$ cat src/rtl/vga_ctrl_param.sv
// vga_ctrl_param: parametrised VGA timing generator with framebuffer address generation,
// 1x/2x/4x pixel replication and read-latency compensation of colour, sync and blank.
`default_nettype none

module vga_ctrl_param #(
    parameter int   H_ACTIVE     = 640,
    parameter int   H_FP         = 16,
    parameter int   H_SYNC       = 96,
    parameter int   H_BP         = 48,
    parameter int   V_ACTIVE     = 480,
    parameter int   V_FP         = 10,
    parameter int   V_SYNC       = 2,
    parameter int   V_BP         = 33,
    parameter int   COLOR_BITS   = 8,
    parameter int   OUT_BITS     = 8,
    parameter int   READ_LATENCY = 1,
    parameter int   ADDR_BITS    = 19,
    parameter logic HS_POL       = 1'b0,
    parameter logic VS_POL       = 1'b0
) (
    input  logic                  iCLK,
    input  logic                  iRST_N,
    input  logic [1:0]            iScale,
    input  logic [COLOR_BITS-1:0] iRed,
    input  logic [COLOR_BITS-1:0] iGreen,
    input  logic [COLOR_BITS-1:0] iBlue,
    output logic [ADDR_BITS-1:0]  oAddress,
    output logic                  oRequest,
    output logic [15:0]           oCurrent_X,
    output logic [15:0]           oCurrent_Y,
    output logic                  oFrame_start,
    output logic                  oLine_start,
    output logic [OUT_BITS-1:0]   oVGA_R,
    output logic [OUT_BITS-1:0]   oVGA_G,
    output logic [OUT_BITS-1:0]   oVGA_B,
    output logic                  oVGA_HS,
    output logic                  oVGA_VS,
    output logic                  oVGA_BLANK,
    output logic                  oVGA_SYNC,
    output logic                  oVGA_CLOCK
);

    localparam int H_TOTAL = H_ACTIVE + H_FP + H_SYNC + H_BP;
    localparam int V_TOTAL = V_ACTIVE + V_FP + V_SYNC + V_BP;
    localparam int HW      = $clog2(H_TOTAL + 1);
    localparam int VW      = $clog2(V_TOTAL + 1);

    localparam logic [HW-1:0] H_LAST     = HW'(H_TOTAL - 1);
    localparam logic [HW-1:0] H_VIS      = HW'(H_ACTIVE);
    localparam logic [HW-1:0] H_VIS_LAST = HW'(H_ACTIVE - 1);
    localparam logic [HW-1:0] H_SS       = HW'(H_ACTIVE + H_FP);
    localparam logic [HW-1:0] H_SE       = HW'(H_ACTIVE + H_FP + H_SYNC);
    localparam logic [VW-1:0] V_LAST     = VW'(V_TOTAL - 1);
    localparam logic [VW-1:0] V_VIS      = VW'(V_ACTIVE);
    localparam logic [VW-1:0] V_SS       = VW'(V_ACTIVE + V_FP);
    localparam logic [VW-1:0] V_SE       = VW'(V_ACTIVE + V_FP + V_SYNC);

    logic [HW-1:0]           h_cnt;
    logic [VW-1:0]           v_cnt;
    logic [1:0]              scale;
    logic [1:0]              scale_in;
    logic [1:0]              rep_mask;
    logic [1:0]              pix_sub;
    logic [1:0]              pix_sub_next;
    logic [1:0]              line_sub;
    logic [ADDR_BITS-1:0]    line_base;
    logic [ADDR_BITS-1:0]    line_step;
    logic [ADDR_BITS-1:0]    addr_next;
    logic                    visible;
    logic                    frame_edge;
    logic                    line_end;
    logic                    hs_act;
    logic                    vs_act;
    logic                    s0_hs;
    logic                    s0_vs;
    logic [READ_LATENCY-1:0] hs_d;
    logic [READ_LATENCY-1:0] vs_d;
    logic [READ_LATENCY-1:0] bl_d;

    // Left-align the colour and refill the LSBs by cycling through its MSBs.
    function automatic logic [OUT_BITS-1:0] widen(input logic [COLOR_BITS-1:0] c);
        logic [OUT_BITS-1:0] r;
        r = '0;
        for (int i = 0; i < OUT_BITS; i++) begin
            r[OUT_BITS-1-i] = c[COLOR_BITS-1-(i % COLOR_BITS)];
        end
        return r;
    endfunction

    always_ff @(posedge iCLK or negedge iRST_N) begin
        if (!iRST_N) begin
            h_cnt <= '0;
            v_cnt <= '0;
        end else if (h_cnt == H_LAST) begin
            h_cnt <= '0;
            v_cnt <= (v_cnt == V_LAST) ? '0 : v_cnt + 1'b1;
        end else begin
            h_cnt <= h_cnt + 1'b1;
        end
    end

    always_comb begin
        visible    = (h_cnt < H_VIS) && (v_cnt < V_VIS);
        frame_edge = (h_cnt == '0) && (v_cnt == '0);
        line_end   = (h_cnt == H_VIS_LAST) && (v_cnt < V_VIS);
        hs_act     = (h_cnt >= H_SS) && (h_cnt < H_SE);
        vs_act     = (v_cnt >= V_SS) && (v_cnt < V_SE);
        scale_in   = (iScale == 2'd0) ? 2'd0 : (iScale == 2'd1) ? 2'd1 : 2'd2;
        case (scale)
            2'd0:    rep_mask = 2'd0;
            2'd1:    rep_mask = 2'd1;
            default: rep_mask = 2'd3;
        endcase
        line_step = ADDR_BITS'(H_ACTIVE >> scale);
    end

    // Incremental address: reload the line base at h=0, step once per replicated pixel.
    always_comb begin
        addr_next    = oAddress;
        pix_sub_next = pix_sub;
        if (visible) begin
            if (h_cnt == '0) begin
                addr_next    = frame_edge ? '0 : line_base;
                pix_sub_next = '0;
            end else if (pix_sub == rep_mask) begin
                addr_next    = oAddress + 1'b1;
                pix_sub_next = '0;
            end else begin
                pix_sub_next = pix_sub + 1'b1;
            end
        end
    end

    always_ff @(posedge iCLK or negedge iRST_N) begin
        if (!iRST_N) begin
            scale     <= '0;
            line_base <= '0;
            line_sub  <= '0;
        end else if (frame_edge) begin
            scale     <= scale_in;
            line_base <= '0;
            line_sub  <= '0;
        end else if (line_end) begin
            if (line_sub == rep_mask) begin
                line_base <= line_base + line_step;
                line_sub  <= '0;
            end else begin
                line_sub  <= line_sub + 1'b1;
            end
        end
    end

    always_ff @(posedge iCLK or negedge iRST_N) begin
        if (!iRST_N) begin
            oAddress     <= '0;
            oRequest     <= 1'b0;
            oCurrent_X   <= '0;
            oCurrent_Y   <= '0;
            oFrame_start <= 1'b0;
            oLine_start  <= 1'b0;
            pix_sub      <= '0;
            s0_hs        <= 1'b0;
            s0_vs        <= 1'b0;
        end else begin
            oAddress     <= addr_next;
            oRequest     <= visible;
            oFrame_start <= frame_edge;
            oLine_start  <= (h_cnt == '0);
            pix_sub      <= pix_sub_next;
            s0_hs        <= hs_act;
            s0_vs        <= vs_act;
            if (visible) begin
                oCurrent_X <= 16'(h_cnt);
                oCurrent_Y <= 16'(v_cnt);
            end
        end
    end

    // Timing bits wait READ_LATENCY cycles so they meet the returning colour.
    always_ff @(posedge iCLK or negedge iRST_N) begin
        if (!iRST_N) begin
            hs_d <= '0;
            vs_d <= '0;
            bl_d <= '0;
        end else begin
            hs_d[0] <= s0_hs;
            vs_d[0] <= s0_vs;
            bl_d[0] <= oRequest;
            for (int i = 1; i < READ_LATENCY; i++) begin
                hs_d[i] <= hs_d[i-1];
                vs_d[i] <= vs_d[i-1];
                bl_d[i] <= bl_d[i-1];
            end
        end
    end

    always_ff @(posedge iCLK or negedge iRST_N) begin
        if (!iRST_N) begin
            oVGA_R     <= '0;
            oVGA_G     <= '0;
            oVGA_B     <= '0;
            oVGA_HS    <= ~HS_POL;
            oVGA_VS    <= ~VS_POL;
            oVGA_BLANK <= 1'b0;
        end else begin
            oVGA_R     <= bl_d[READ_LATENCY-1] ? widen(iRed)   : '0;
            oVGA_G     <= bl_d[READ_LATENCY-1] ? widen(iGreen) : '0;
            oVGA_B     <= bl_d[READ_LATENCY-1] ? widen(iBlue)  : '0;
            oVGA_HS    <= hs_d[READ_LATENCY-1] ? HS_POL : ~HS_POL;
            oVGA_VS    <= vs_d[READ_LATENCY-1] ? VS_POL : ~VS_POL;
            oVGA_BLANK <= bl_d[READ_LATENCY-1];
        end
    end

    assign oVGA_SYNC  = 1'b0;
    assign oVGA_CLOCK = ~iCLK;

endmodule

`default_nettype wire

$ cat config.mk
export PLATFORM = sky130hd
export DESIGN_NAME = vga_ctrl_param
export DESIGN_NICKNAME = d
export VERILOG_FILES = /design/src/rtl/vga_ctrl_param.sv
export SDC_FILE = /design/constraint.sdc
export NUM_CORES = 1
export LEC_CHECK = 0
export ABC_CLOCK_PERIOD_IN_PS = 4400
export BUFFER_PORTS_ARGS = -buffer_cell sky130_fd_sc_hd__clkbuf_2
export CORE_UTILIZATION = 60
export CTS_CLUSTER_SIZE = 16
export DETAILED_ROUTE_END_ITERATION = 8
export PLACE_DENSITY = 0.86
export SYNTH_ARGS = -nofsm -noshare
export SYNTH_HDL_FRONTEND = slang
export SYNTH_SLANG_ARGS = --single-unit
$ cat constraint.sdc
create_clock -name iCLK -period 4.4 [get_ports iCLK]
set_clock_uncertainty 0.05 [all_clocks]
set_input_delay 0.22 -clock iCLK [delete_from_list [all_inputs] [get_ports iCLK]]
set_output_delay 0.22 -clock iCLK [all_outputs]
set_load 0.01 [all_outputs]
# == Word-level counts from Yosys, hierarchy flattened ==
# Cells that the tools add are included.
# totals
register_bits,119
output_inout_bits,83
inputBits,28
elab_cells,79
# op_classes
magnitude_cmp,6
n_eq_ne,7
bitwise_logic,1
muxes,21
n_shift,1
add_sub_neg,6
n_reduce_logical,14
# op_table
operator,n
19-bit 2-to-1 mux,6
10-bit == test (second input constant),3
8-bit 2-to-1 mux,3
10-bit by 1-bit adder with 10-bit output (second input constant),2
10-bit logical NOT,2
10-bit < comparator (second input constant),2
10-bit by 9-bit < comparator with 1-bit output (second input constant),2
10-bit 2-to-1 mux,2
19-bit by 1-bit adder with 19-bit output (second input constant),1
19-bit adder,1
10-bit by 2-bit >> shifter with 19-bit output (first input constant),1
2-bit 2-to-1 mux,7
10-bit greater-or-equal comparator (second input constant),1
10-bit by 9-bit greater-or-equal comparator with 1-bit output (second input constant),1
2-bit nonzero test,3
1-bit logical AND,5
2-bit by 1-bit adder with 2-bit output (second input constant),2
2-bit by 1-bit == test with 1-bit output (second input constant),2
2-bit == test,2
2-bit logical NOT,2
2-bit case mux with 2 select lines,1
2-bit AND reduction,2
1-bit 2-to-1 mux,2
1-bit NOT,1

# == Logic depth before layout (Yosys ltp) ==
# depth
word_depth,6
mapped_depth,10
depth_no_buf,8

==> qor.json <==
{
  "outcome": {
    "run_status": "completed"
  },
  "route": {
    "vias": 4849,
    "routed_wire_length_per_instance_um": 18.0,
    "drtPass1Iterations": 5,
    "detail_route.wirelength_um": 14100,
    "detail_route.drc_violations": 0,
    "viasPerCell": 6.18,
    "drt_iter0_drc": 397,
    "antenna_violating_nets_post_route": 0
  },
  "clocking": {
    "cts.root.buffer_cell": "sky130_fd_sc_hd__clkbuf_8",
    "cts_made_buffers": 17,
    "cts_max_level": 4,
    "cts.clk_slew.worst_paths_ns": 0.06,
    "cts.path.max_buffers": 2,
    "post_cts_resized": 0,
    "tritoncts": "yes",
    "source_to_sink_clock_delay_at_the_later_pin_of_the_worst_skew_pair_ns": 0.52
  },
  "setup_path": {
    "cp_max_fo": 25,
    "crit_path_start_kind": "flip-flop",
    "worst_ep_required_time_ns": 4.69,
    "reg2reg_slack_ns": 0.80,
    "critPathKind": "flip-flop to flip-flop",
    "critical_path_arrival_ns": 3.89,
    "cp-end-kind": "flip-flop"
  },
  "floorplanning": {
    "die_height_um": 99.2,
    "io_pins": 111,
    "floorplan.die_area_mm2": 0.00985,
    "floorplan.rows": 35,
    "fp.dieW_um": 99.2,
    "initial_utilization_pct": 61.7,
    "coreArea_mm2": 0.00920
  },
  "global_routing": {
    "globalRouteTotalUtil_pct": 30.6,
    "global_route.overflow_total": 0,
    "grt_first_pass_wirelength_um": 23400,
    "grt_pass1_vias": 4821,
    "antenna_found_initial": 0,
    "grt_start_max_net_pins": 77
  },
  "placed_design": {
    "globalplace.congestion": 0.873,
    "place_worst_setup_slack_ns": 0.702,
    "detailed_place.area_mm2": 0.00611,
    "hpwlAfterDp_um": 8470,
    "port_buffers": 97
  },
  "sta": {
    "timing.final.hold_violations": 0,
    "setup_ws_ns": 0.796,
    "timing.fmax_mhz": 277,
    "finalCritPeriodShare_pct": 81.9,
    "finalSetupTns_ns": 0,
    "worst_pin_slew_ns": 0.967,
    "count_of_endpoints_failing_setup_in_the_final_report": 0,
    "rsz0062_at_grt": "no",
    "layout_min_cycle_time_ns": 3.60,
    "maxSlewHeadroom_pct": 35.5,
    "drv_slew": 0
  },
  "flow_run": {
    "drv_cap": 0
  },
  "logic_synthesis": {
    "postSynth.asyncResetShare_pct": 100,
    "synth_top_area_cell": "sky130_fd_sc_hd__dfrtp_1",
    "synthesis.area_mm2": 0.00567,
    "synth_warnings": 0,
    "synth_top_area_share_pct": 51.6,
    "synthFlopType": "sky130_fd_sc_hd__dfrtp_1",
    "yosysUniqueCellTypes": 59,
    "top_post_synthesis_cells_by_count": "sky130_fd_sc_hd__dfrtp_1 (117), sky130_fd_sc_hd__o21ai_0 (36), sky130_fd_sc_hd__nor2_1 (35), sky130_fd_sc_hd__a21oi_1 (30), sky130_fd_sc_hd__nand2_1 (30)",
    "yosys-top-cells-area": "sky130_fd_sc_hd__dfrtp_1 (52%), sky130_fd_sc_hd__mux2_2 (4.0%), sky130_fd_sc_hd__o21ai_0 (3.2%)",
    "most_frequently_used_cell_type_in_the_post_synthesis_netlist": "sky130_fd_sc_hd__dfrtp_1",
    "synth_cells": 544,
    "seq_area_frac_synth_pct": 52.5,
    "total_of_flip_flops_plus_latches_after_synthesis": 119,
    "postSynthAreaPerCell_um2": 10.4,
    "post_synth_edffs": 0
  },
  "layout": {
    "final_core_utilization_pct": 75.7,
    "insertedDiodeCount": 0,
    "design_area_mm2": 0.00696,
    "layout-area-overhead-vs-synth_pct": 22.8,
    "drive_gt1_share_pct": 24.5,
    "finalNetCount": 700,
    "num-fill-cells": 583
  },
  "power_and_ir_drop": {
    "static-leakage-power_nw": 3.27,
    "largest_vdd_supply_drop_uv": 342,
    "power-per-cell-area_mw_per_mm2": 409,
    "total_power_mw": 2.85
  },
  "worst_hold_path": {
    "hold_path_class": "flip-flop to flip-flop"
  }
}
[kinds of logic after synthesis]
kind of cell	synth area share, %
and+or+nand+nor	17.9
adders and majority gates	2.78
xor gates and xnor gates	2.32
buffers and inverters	5.93
AOI/OAI and AO/OA	13.9
muxes	4.50
other	0.0661
DFF	52.5
[sequential cells by signal (all words and copies together), names as in the netlist, 2 cells and up]
| signal | flops |
|---|---|
| line_base | 19 |
| h_cnt | 10 |
| scale | 2 |
| oVGA_R | 8 |
| oAddress | 19 |
| oVGA_G | 8 |
| oVGA_B | 8 |
| oCurrent_Y | 10 |
| pix_sub | 2 |
| line_sub | 2 |
| v_cnt | 10 |
| oCurrent_X | 10 |
[final timing paths]
kind,start,endpoint,cells after the start
max in group asynchronous,iRST_N,oVGA_G[5]$_DFF_PN0_,3
min in group asynchronous,iRST_N,line_base[11]$_DFFE_PN0P_,2
worst max register to register,h_cnt[0]$_DFF_PN0_,oAddress[3]$_DFFE_PN0P_,8
worst min-delay path,s0_vs$_DFF_PN0_,vs_d$_DFF_PN0_,0
worst max-delay path,h_cnt[0]$_DFF_PN0_,oAddress[3]$_DFFE_PN0P_,8
worst min register to register,s0_vs$_DFF_PN0_,vs_d$_DFF_PN0_,0
[layer usage]
layer  up-vias  track usage (%)  wire, µm  part of all wire (%)
li1       2173                -         -                     -
met1      2327             38.3      5380                    38
met2       280             49.6      6930                    49
met3        69             7.10      1180                   8.4
met4         0             16.7       612                   4.3
met5         -                0         0                     0
[critical path: stages (launching register included)]
cell                       delay [ns]
sky130_fd_sc_hd__dfrtp_1         0.45
sky130_fd_sc_hd__inv_1           0.07
sky130_fd_sc_hd__ha_1            0.21
sky130_fd_sc_hd__nor4b_1         0.16
sky130_fd_sc_hd__nand3_1         0.41
sky130_fd_sc_hd__inv_2           0.31
sky130_fd_sc_hd__a21oi_2         0.74
sky130_fd_sc_hd__nand2b_1        0.73
sky130_fd_sc_hd__o21ai_0         0.28
[cells in the final DEF, fill, tap and decap left out, types with 8 or more instances in the layout]
cell type / synthesis / layout
sky130_fd_sc_hd__a21oi_1: 30 / 28
sky130_fd_sc_hd__o21ai_0: 36 / 36
sky130_fd_sc_hd__nand3_1: 11 / 11
sky130_fd_sc_hd__nor2_1: 35 / 35
sky130_fd_sc_hd__conb_1: 1 / 13
sky130_fd_sc_hd__nand4_1: 14 / 14
sky130_fd_sc_hd__and2_1: 28 / 28
sky130_fd_sc_hd__inv_1: 20 / 20
sky130_fd_sc_hd__or3_1: 10 / 10
sky130_fd_sc_hd__o31ai_1: 14 / 14
sky130_fd_sc_hd__clkbuf_16: 0 / 16
sky130_fd_sc_hd__mux2_2: 20 / 20
sky130_fd_sc_hd__dlygate4sd3_1: 0 / 27
sky130_fd_sc_hd__ha_1: 11 / 11
sky130_fd_sc_hd__dfrtp_1: 117 / 117
sky130_fd_sc_hd__nor3_1: 14 / 14
sky130_fd_sc_hd__xnor2_1: 8 / 8
sky130_fd_sc_hd__nand2_1: 30 / 30
sky130_fd_sc_hd__clkbuf_2: 0 / 96
[where the power goes]
part / internal [mW] / leakage [nW] / switching (mW)
registers: 1.14 / 1.55 / 0.0551
clock network: 0.823 / 0.286 / 0.548
logic: 0.108 / 1.43 / 0.179
total: 2.07 / 3.27 / 0.783
[final cells by class]
| class | instances | area (µm²) | share of cell area [%] |
|---|---|---|---|
| flip-flops and latches | 119 | 2980 | 42.8 |
| multi-input cells | 374 | 2410 | 34.6 |
| repair buffers | 126 | 776 | 11.1 |
| clock buffers | 18 | 419 | 6.02 |
| clock inverters | 16 | 166 | 2.39 |
| well taps | 111 | 139 | 1.99 |
| inverters | 20 | 75.1 | 1.08 |
[timing repair]
action	4_1_cts	5_1_grt
setup buffers	0	0
endpoints found under the hold margin	101	0
hold buffers	27	0
[metrics by stage]
step / cells / hold slack, ns
floorplan: 556 / -0.126
CTS: 784 / 0.295
finish: 784 / 0.297
global route: 784 / 0.308
detailed placement: 725 / 0.286
global placement: 725 / 0.284
Note: power is estimated with default switching activity, not from simulation.
